### src/rtl/bip_control.sv
// BIP sequencer: two-cycle FETCH/EXEC control FSM with program counter,
// instruction decode strobes and a saturating active-cycle counter.
module bip_control #(
  parameter int len_addr  = 11,
  parameter int len_data  = 16,
  parameter int len_count = 16
) (
  input  logic                 clk,
  input  logic                 reset,
  input  logic                 i_start,
  input  logic [len_data-1:0]  i_instr,
  output logic [len_addr-1:0]  o_addr,
  output logic [len_addr-1:0]  o_operand,
  output logic [1:0]           o_sel_a,
  output logic                 o_sel_b,
  output logic                 o_wr_acc,
  output logic                 o_op,
  output logic                 o_wr_ram,
  output logic                 o_rd_ram,
  output logic                 o_halted,
  output logic [len_count-1:0] o_cycle_count
);

  localparam int OPW = len_data - len_addr;

  typedef enum logic [1:0] {
    S_IDLE,
    S_FETCH,
    S_EXEC,
    S_HALT
  } state_t;

  state_t               r_state;
  logic [len_addr-1:0]  r_pc;
  logic [len_count-1:0] r_count;

  logic [OPW-1:0] w_opc;
  logic           w_exec;
  logic           w_run;
  logic           w_hlt;

  assign w_opc     = i_instr[len_data-1:len_addr];
  assign w_exec    = (r_state == S_EXEC);
  assign w_run     = (r_state == S_FETCH) || w_exec;
  assign w_hlt     = (w_opc == OPW'(0));
  assign o_addr    = r_pc;
  assign o_operand = i_instr[len_addr-1:0];
  assign o_halted  = (r_state == S_HALT);
  assign o_cycle_count = r_count;

  always_ff @(posedge clk) begin
    if (reset) begin
      r_state <= S_IDLE;
      r_pc    <= '0;
      r_count <= '0;
    end else begin
      // counter saturates at all-ones rather than wrapping
      if (w_run && !(&r_count))
        r_count <= r_count + len_count'(1);
      unique case (r_state)
        S_IDLE:  if (i_start) r_state <= S_FETCH;
        S_FETCH: r_state <= S_EXEC;
        S_EXEC: begin
          if (w_hlt) begin
            r_state <= S_HALT;
          end else begin
            r_state <= S_FETCH;
            r_pc    <= r_pc + len_addr'(1);
          end
        end
        S_HALT:  r_state <= S_HALT;
        default: r_state <= S_IDLE;
      endcase
    end
  end

  // strobes are valid only while the fetched word sits on i_instr
  always_comb begin
    o_sel_a  = 2'd0;
    o_sel_b  = 1'b0;
    o_op     = 1'b0;
    o_wr_acc = 1'b0;
    o_wr_ram = 1'b0;
    o_rd_ram = 1'b0;
    if (w_exec) begin
      unique case (1'b1)
        (w_opc == OPW'(1)): begin
          o_wr_ram = 1'b1;
        end
        (w_opc == OPW'(2)): begin
          o_rd_ram = 1'b1;
          o_wr_acc = 1'b1;
        end
        (w_opc == OPW'(3)): begin
          o_sel_a  = 2'd1;
          o_wr_acc = 1'b1;
        end
        (w_opc == OPW'(4)): begin
          o_rd_ram = 1'b1;
          o_sel_a  = 2'd2;
          o_wr_acc = 1'b1;
        end
        (w_opc == OPW'(5)): begin
          o_sel_a  = 2'd2;
          o_sel_b  = 1'b1;
          o_wr_acc = 1'b1;
        end
        (w_opc == OPW'(6)): begin
          o_rd_ram = 1'b1;
          o_sel_a  = 2'd2;
          o_op     = 1'b1;
          o_wr_acc = 1'b1;
        end
        (w_opc == OPW'(7)): begin
          o_sel_a  = 2'd2;
          o_sel_b  = 1'b1;
          o_op     = 1'b1;
          o_wr_acc = 1'b1;
        end
        default: ;
      endcase
    end
  end

endmodule

### config.mk
export PLATFORM = sky130hd
export DESIGN_NAME = bip_control
export DESIGN_NICKNAME = d
export VERILOG_FILES = /design/src/rtl/bip_control.sv
export SDC_FILE = /design/constraint.sdc
export NUM_CORES = 1
export LEC_CHECK = 0
export ABC_AREA = 0
export BUFFER_PORTS_ARGS = -buffer_cell sky130_fd_sc_hd__buf_2
export CORE_ASPECT_RATIO = 1.1
export CORE_UTILIZATION = 48
export CTS_BUF_LIST = sky130_fd_sc_hd__clkbuf_8 sky130_fd_sc_hd__clkbuf_16
export CTS_CLUSTER_SIZE = 16
export DETAILED_ROUTE_END_ITERATION = 16
export PLACE_DENSITY = 0.79
export SLEW_MARGIN = 20
export SYNTH_ARGS = -nofsm -noshare
export SYNTH_HDL_FRONTEND = slang
export SYNTH_SLANG_ARGS = --single-unit
### constraint.sdc
create_clock -name clk -period 2.3 [get_ports clk]
set_input_delay 0.115 -clock clk [delete_from_list [all_inputs] [get_ports clk]]
set_output_delay 0.115 -clock clk [all_outputs]
set_load 0.03 [all_outputs]
==> results of run 1 <==
==> sequential cells by signal, indices dropped and copies added (netlist names) <==
| register | count |
|---|---|
| o_cycle_count | 16 |
| r_state | 2 |
| o_addr | 11 |
==> layout make-up <==
type                            instances  area share, %
Sequential cell                        29           29.4
Timing Repair Buffer                   43           11.0
Tap cell                               48           3.05
Multi-Input combinational cell        137           51.0
Clock buffer                            6           4.19
Clock inverter                          1          0.190
Inverter                                6           1.14
==> where the power goes <==
part | leakage (nW) | switching [mW] | internal, mW | total [mW]
clock network | 0.0485 | 0.191 | 0.232 | 0.423
registers | 0.234 | 0.0245 | 0.523 | 0.547
logic | 0.604 | 0.133 | 0.0750 | 0.208
==> cell usage in the layout (no fill, tap or decap), types with 3 or more instances in the layout <==
cell type,count
or3_1,6
o31ai_1,3
nor3_1,6
mux2_1,4
inv_1,7
nor2b_1,7
buf_2,42
nor4_2,3
nand3_1,5
nand2_1,7
o21ai_0,8
or4_1,3
ha_1,6
nor2_1,21
dfxtp_1,29
and3_1,3
nand4_4,4
xor2_1,4
mux2i_1,5
a21oi_1,13
clkbuf_8,6
and2_1,3
==> final timing paths <==
| kind | to | slack, ns | depth (start not counted) |
|---|---|---|---|
| setup / recovery | o_cycle_count[11] | 0.23 | 6 |
| hold reg to reg | o_addr[10] | 0.48 | 2 |
| hold / removal | r_state[0] | 0.19 | 3 |
| setup reg to reg | o_cycle_count[11] | 0.23 | 6 |
==> layer usage <==
metal  vias to the layer above  GRT usage (%)
li1                        736              -
met1                       671           25.3
met2                        33           29.6
met3                         2           4.45
met4                         0           13.4
met5                         -              0
==> worst reg2reg max path: cells and delay by family (launching register included) <==
kind | cells | cell delay (ns)
fa+ha+maj | 1 | 0.36
mux | 1 | 0.36
flops | 1 | 0.40
simple gates | 3 | 0.75
buf+inv | 1 | 0.09
==> kinds of logic after synthesis <==
group | synth area share (%)
simple gates | 30.2
flops | 34.7
compound gates | 13.2
xor+xnor | 3.14
buf+inv | 7.19
mux | 7.04
fa+ha+maj | 4.49
==> metrics by stage <==
| step | cell area (µm²) | power [mW] | std cells | setup WS [ns] |
|---|---|---|---|---|
| 6_report | 1970 | 1.18 | 270 | 0.229 |
| 5_1_grt | 1970 | 1.23 | 270 | 0.0786 |
| 4_1_cts | 1940 | 1.18 | 270 | 0.155 |
| 3_5_place_dp | 1850 | 0.758 | 263 | 0.168 |
| 3_3_place_gp | 1850 | 0.750 | 263 | 0.253 |
| 2_1_floorplan | 1670 | 0.732 | 187 | 0.156 |
==> out/metrics.yaml, run 1 <==
status: "complete, no violations"
ios: 65
die_w_um: 58.3
regArea_um2: 581
place_congestion: 0.744
overflow: 0
p_leak_nw: 0.887
cp_top_family: "simple AND/OR/NAND/NOR gates"
layout-drive-gt1-share_pct: 28.8
cellPowerDensity_nw_per_um2: 597
setup_tns_ns: 0
rsz0062_at_grt: "false"
wl_per_cell_um: 12.5
grt_first_pass_wirelength_mm: 5.64
synth_top_area_cell: "dfxtp_1"
finalMaxSlewViolations: 0
dr_total_vias: 1442
arrival_ns: 2.24
synth_ff_type: "dfxtp_1"
worst_pin_slew_ns: 0.632
start_util_pct: 50.2
ys_types: 43
grt_pass1_vias: 1256
synth_edf_count: 0
post-synth-top-count-cell: "dfxtp_1"
clock-sinks: 29
synth_seq_cells: 29
die_y_um: 63.9
min_from: "i_start"
cts-resized-gates: 0
vdd_drop_max_mv: 0.412
r2r-start: "r_state[0]"
post-synth-top-area-fraction_pct: 34.7
clk-insertion-delay-late_ns: 0.28
startpoint: "r_state[0]"
final-hold-violation-count: 0
yosys-top-cells-count: "dfxtp_1, nor2_1, a21oi_1, buf_4, o21ai_0"
yosysSeqAreaShare_pct: 34.7
syn_inst: 187
hp-class: "primary input to flop"
postLayoutCoreUtil_pct: 59.2
top_layer: "met4"
slew_headroom_pct: 57.9
yosysWarnings: 0
numCtsBuffers: 5
post_cts_buffers: 0
fmax_mhz: 483
dr.first_iter.drc_count: 62
tritoncts: "yes"
finalCriticalPeriod_ns: 2.07
synth_area_leaders: "dfxtp_1, buf_4, nor2_1"
syn_nets: 212
track_usage_pct: 19.9
wl_met2_mm: 1.66
die-area_um2: 3720
drt-vias-per-instance: 5.34
fin_crit_sh_pct: 90.0
io_buffers: 42
cp_slowest_stage_delay_ns: 0.40
wl_met1_mm: 1.53
setup_violations: 0
wl_met3_um: 159
cts-root-buf: "clkbuf_8"
nFillCells: 307
multi_input_area_um2: 1000
crit_slowest_cell: "dfxtp_1"
synthArstFlopShare_pct: 0
grt_max_degree: 37
crit_required_ns: 2.47
drc: 0
area_growth_pct: 18.0
start_kind: "flop"
syn_area_per_cell_um2: 8.94
ant_nets: 0
htree_num_levels: 2
core_area_um2: 3330
crit_buf_inv: 1
first_pass_iters: 4
std_cell_rows: 22
holdWs_ns: 0.194
end_kind: "flop"
cts_buffer_depth: 2
critical_path_peak_fanout: 9
final.setup_skew_ns: 0.00285
crit_type: "flop to flop"
crit_path_cell_trace: "inv_1 > ha_1 > and3_1 > nand4_4 > nor4_2 > mux2_2"
path_clk_slew_ns: 0.06
netlist_area_um2: 1670
ctsHoldBuffers: 0
dp_hpwl_mm: 2.32
maxCapViolations: 0
layout.nets: 247
wl_mm: 3.38
antennaDiodeCount: 0
antenna_found_initial: 0
Power figures use the tool's default switching activity.
==> run 2: changes to the inputs <==
Settings changed: CORE_UTILIZATION 48 to 50, CTS_BUF_LIST sky130_fd_sc_hd__clkbuf_8 sky130_fd_sc_hd__clkbuf_16 to sky130_fd_sc_hd__clkbuf_8, PLACE_DENSITY 0.79 to 0.82.
==> run 2 against run 1 <==
The run now ends with DRC left. Final area grew 0.70%. Setup slack lost 0.064 ns. Via count grew 2.6%. Power grew 10%. Clock power grew 27%. Non-clock buffer count grew 1. Register-to-register slack lost 0.06 ns. Critical path depth is the same. Combinational power grew 4%. Critical path type unchanged. Largest cell class unchanged. Largest power group unchanged. Highest routed layer unchanged.
==> out/metrics.yaml, run 2 (synthesis gave the netlist of run 1 again) <==
layout.nets: 248
die-area_um2: 3580
p_switching_uw: 350
maxCapViolations: 0
path_clk_slew_ns: 0.06
overflow: 0
min_from: "i_start"
crit_required_ns: 2.47
ios: 65
cts-root-buf: "clkbuf_8"
layout-drive-gt1-share_pct: 29.0
core_area_um2: 3130
violations: "DRC"
setup_tns_ns: 0
post_cts_buffers: 0
worst_pin_slew_ns: 0.622
track_usage_pct: 20.4
start_util_pct: 53.5
final-hold-violation-count: 0
wl_per_cell_um: 13.9
critical_path_peak_fanout: 9
std_cell_rows: 21
io_buffers: 42
startpoint: "r_state[0]"
cellPowerDensity_nw_per_um2: 655
p_comb_share_pct: 16.6
final.setup_skew_ns: 0.00670
grt_first_pass_wirelength_mm: 5.75
fin_crit_sh_pct: 92.8
ant_nets: 0
wl_mm: 3.58
tritoncts: "yes"
setup_violations: 0
p_leak_nw: 0.906
dp_hpwl_mm: 2.33
final_common_cell: "buf_2"
vdd_drop_max_mv: 0.369
clock-sinks: 29
start_kind: "flop"
p_clk_share_pct: 41.4
antenna_found_initial: 0
end_kind: "flop"
drc: 4
arrival_ns: 2.31
numCtsBuffers: 5
slew_headroom_pct: 58.5
fmax_mhz: 468
cp_slowest_stage_delay_ns: 0.41
die_y_um: 62.6
r2r-start: "r_state[0]"
drt-vias-per-instance: 5.73
clk-insertion-delay-late_ns: 0.28
crit_path_cell_trace: "inv_1 > ha_1 > and3_1 > nand4_4 > nor4_2 > mux2_2"
finalCriticalPeriod_ns: 2.14
largest_register_ffs: 16
cts_buffer_depth: 2
htree_num_levels: 2
place_congestion: 0.792
antennaDiodeCount: 0
final_cell_mix: "buf_2, dfxtp_1, nor2_1, a21oi_1, o21ai_0"
dr.first_iter.drc_count: 44
grt_pass1_vias: 1273
crit_type: "flop to flop"
finalMaxSlewViolations: 0
hp-class: "primary input to flop"
die_w_um: 57.1
crit_slowest_cell: "dfxtp_1"
ctsHoldBuffers: 0
p_int_uw: 951
postLayoutCoreUtil_pct: 63.5
status: "complete, but fails checks"
grt_max_degree: 37
area_growth_pct: 18.8
first_pass_iters: 12
rsz0062_at_grt: "false"
power_frac_seq_pct: 42.0
dr_total_vias: 1479
netSwitchingFraction_pct: 26.9
[run 2: worst max-delay path: cells and delay by family, from the launching register on]
family | cells | cell delay (ns)
and+or+nand+nor | 3 | 0.78
DFF | 1 | 0.41
adders and majority gates | 1 | 0.37
muxes | 1 | 0.36
buffers and inverters | 1 | 0.11
[run 2: power groups by stage]
stage | sequential [mW] | clock, mW | combinational [mW]
floorplan | 0.585 | 0 | 0.146
global placement | 0.553 | 0 | 0.204
detailed placement | 0.556 | 0 | 0.205
CTS | 0.544 | 0.541 | 0.210
global route | 0.550 | 0.566 | 0.238
finish | 0.547 | 0.538 | 0.216
[run 2: per-stage QoR]
| stage | power, mW | hold WS [ns] | worst slack (ns) | area (µm²) | std cells |
|---|---|---|---|---|---|
| after floorplan | 0.732 | 0.340 | 0.156 | 1670 | 187 |
| after detailed placement | 0.761 | 0.230 | 0.146 | 1840 | 250 |
| final | 1.30 | 0.220 | 0.165 | 1990 | 258 |
| after global routing | 1.35 | 0.230 | 0.0853 | 1990 | 258 |
| after global placement | 0.757 | 0.230 | 0.248 | 1840 | 250 |
| after CTS | 1.30 | 0.212 | 0.104 | 1960 | 258 |
[run 2: cell type report]
cell class | instances | area, µm²
Clock buffer | 6 | 82.6
Clock inverter | 2 | 33.8
Fill cell | 260 | 1140
Inverter | 6 | 22.5
Multi-Input combinational cell | 137 | 998
Sequential cell | 29 | 581
Tap cell | 34 | 42.5
Timing Repair Buffer | 44 | 225
[run 2: final timing paths]
check | end | slack [ns] | cells past startpoint
worst max-delay path | o_cycle_count[11] | 0.16 | 6
worst min-delay path | r_state[0] | 0.22 | 3
worst max register to register | o_cycle_count[11] | 0.16 | 6
worst min register to register | o_addr[10] | 0.47 | 2
[run 2: metal layers]
layer,vias up,share of wire [%],GRT usage (%)
met5,-,0,0
met1,690,46,27.3
met2,38,47,31.8
met4,0,2.5,7.32
li1,740,-,-
met3,11,4.3,5.18
[run 2: timing repair]
item / in CTS / in global routing
hold endpoints to repair: 0 / 0
setup endpoints to repair: 0 / 3
gates resized for setup: 0 / 4
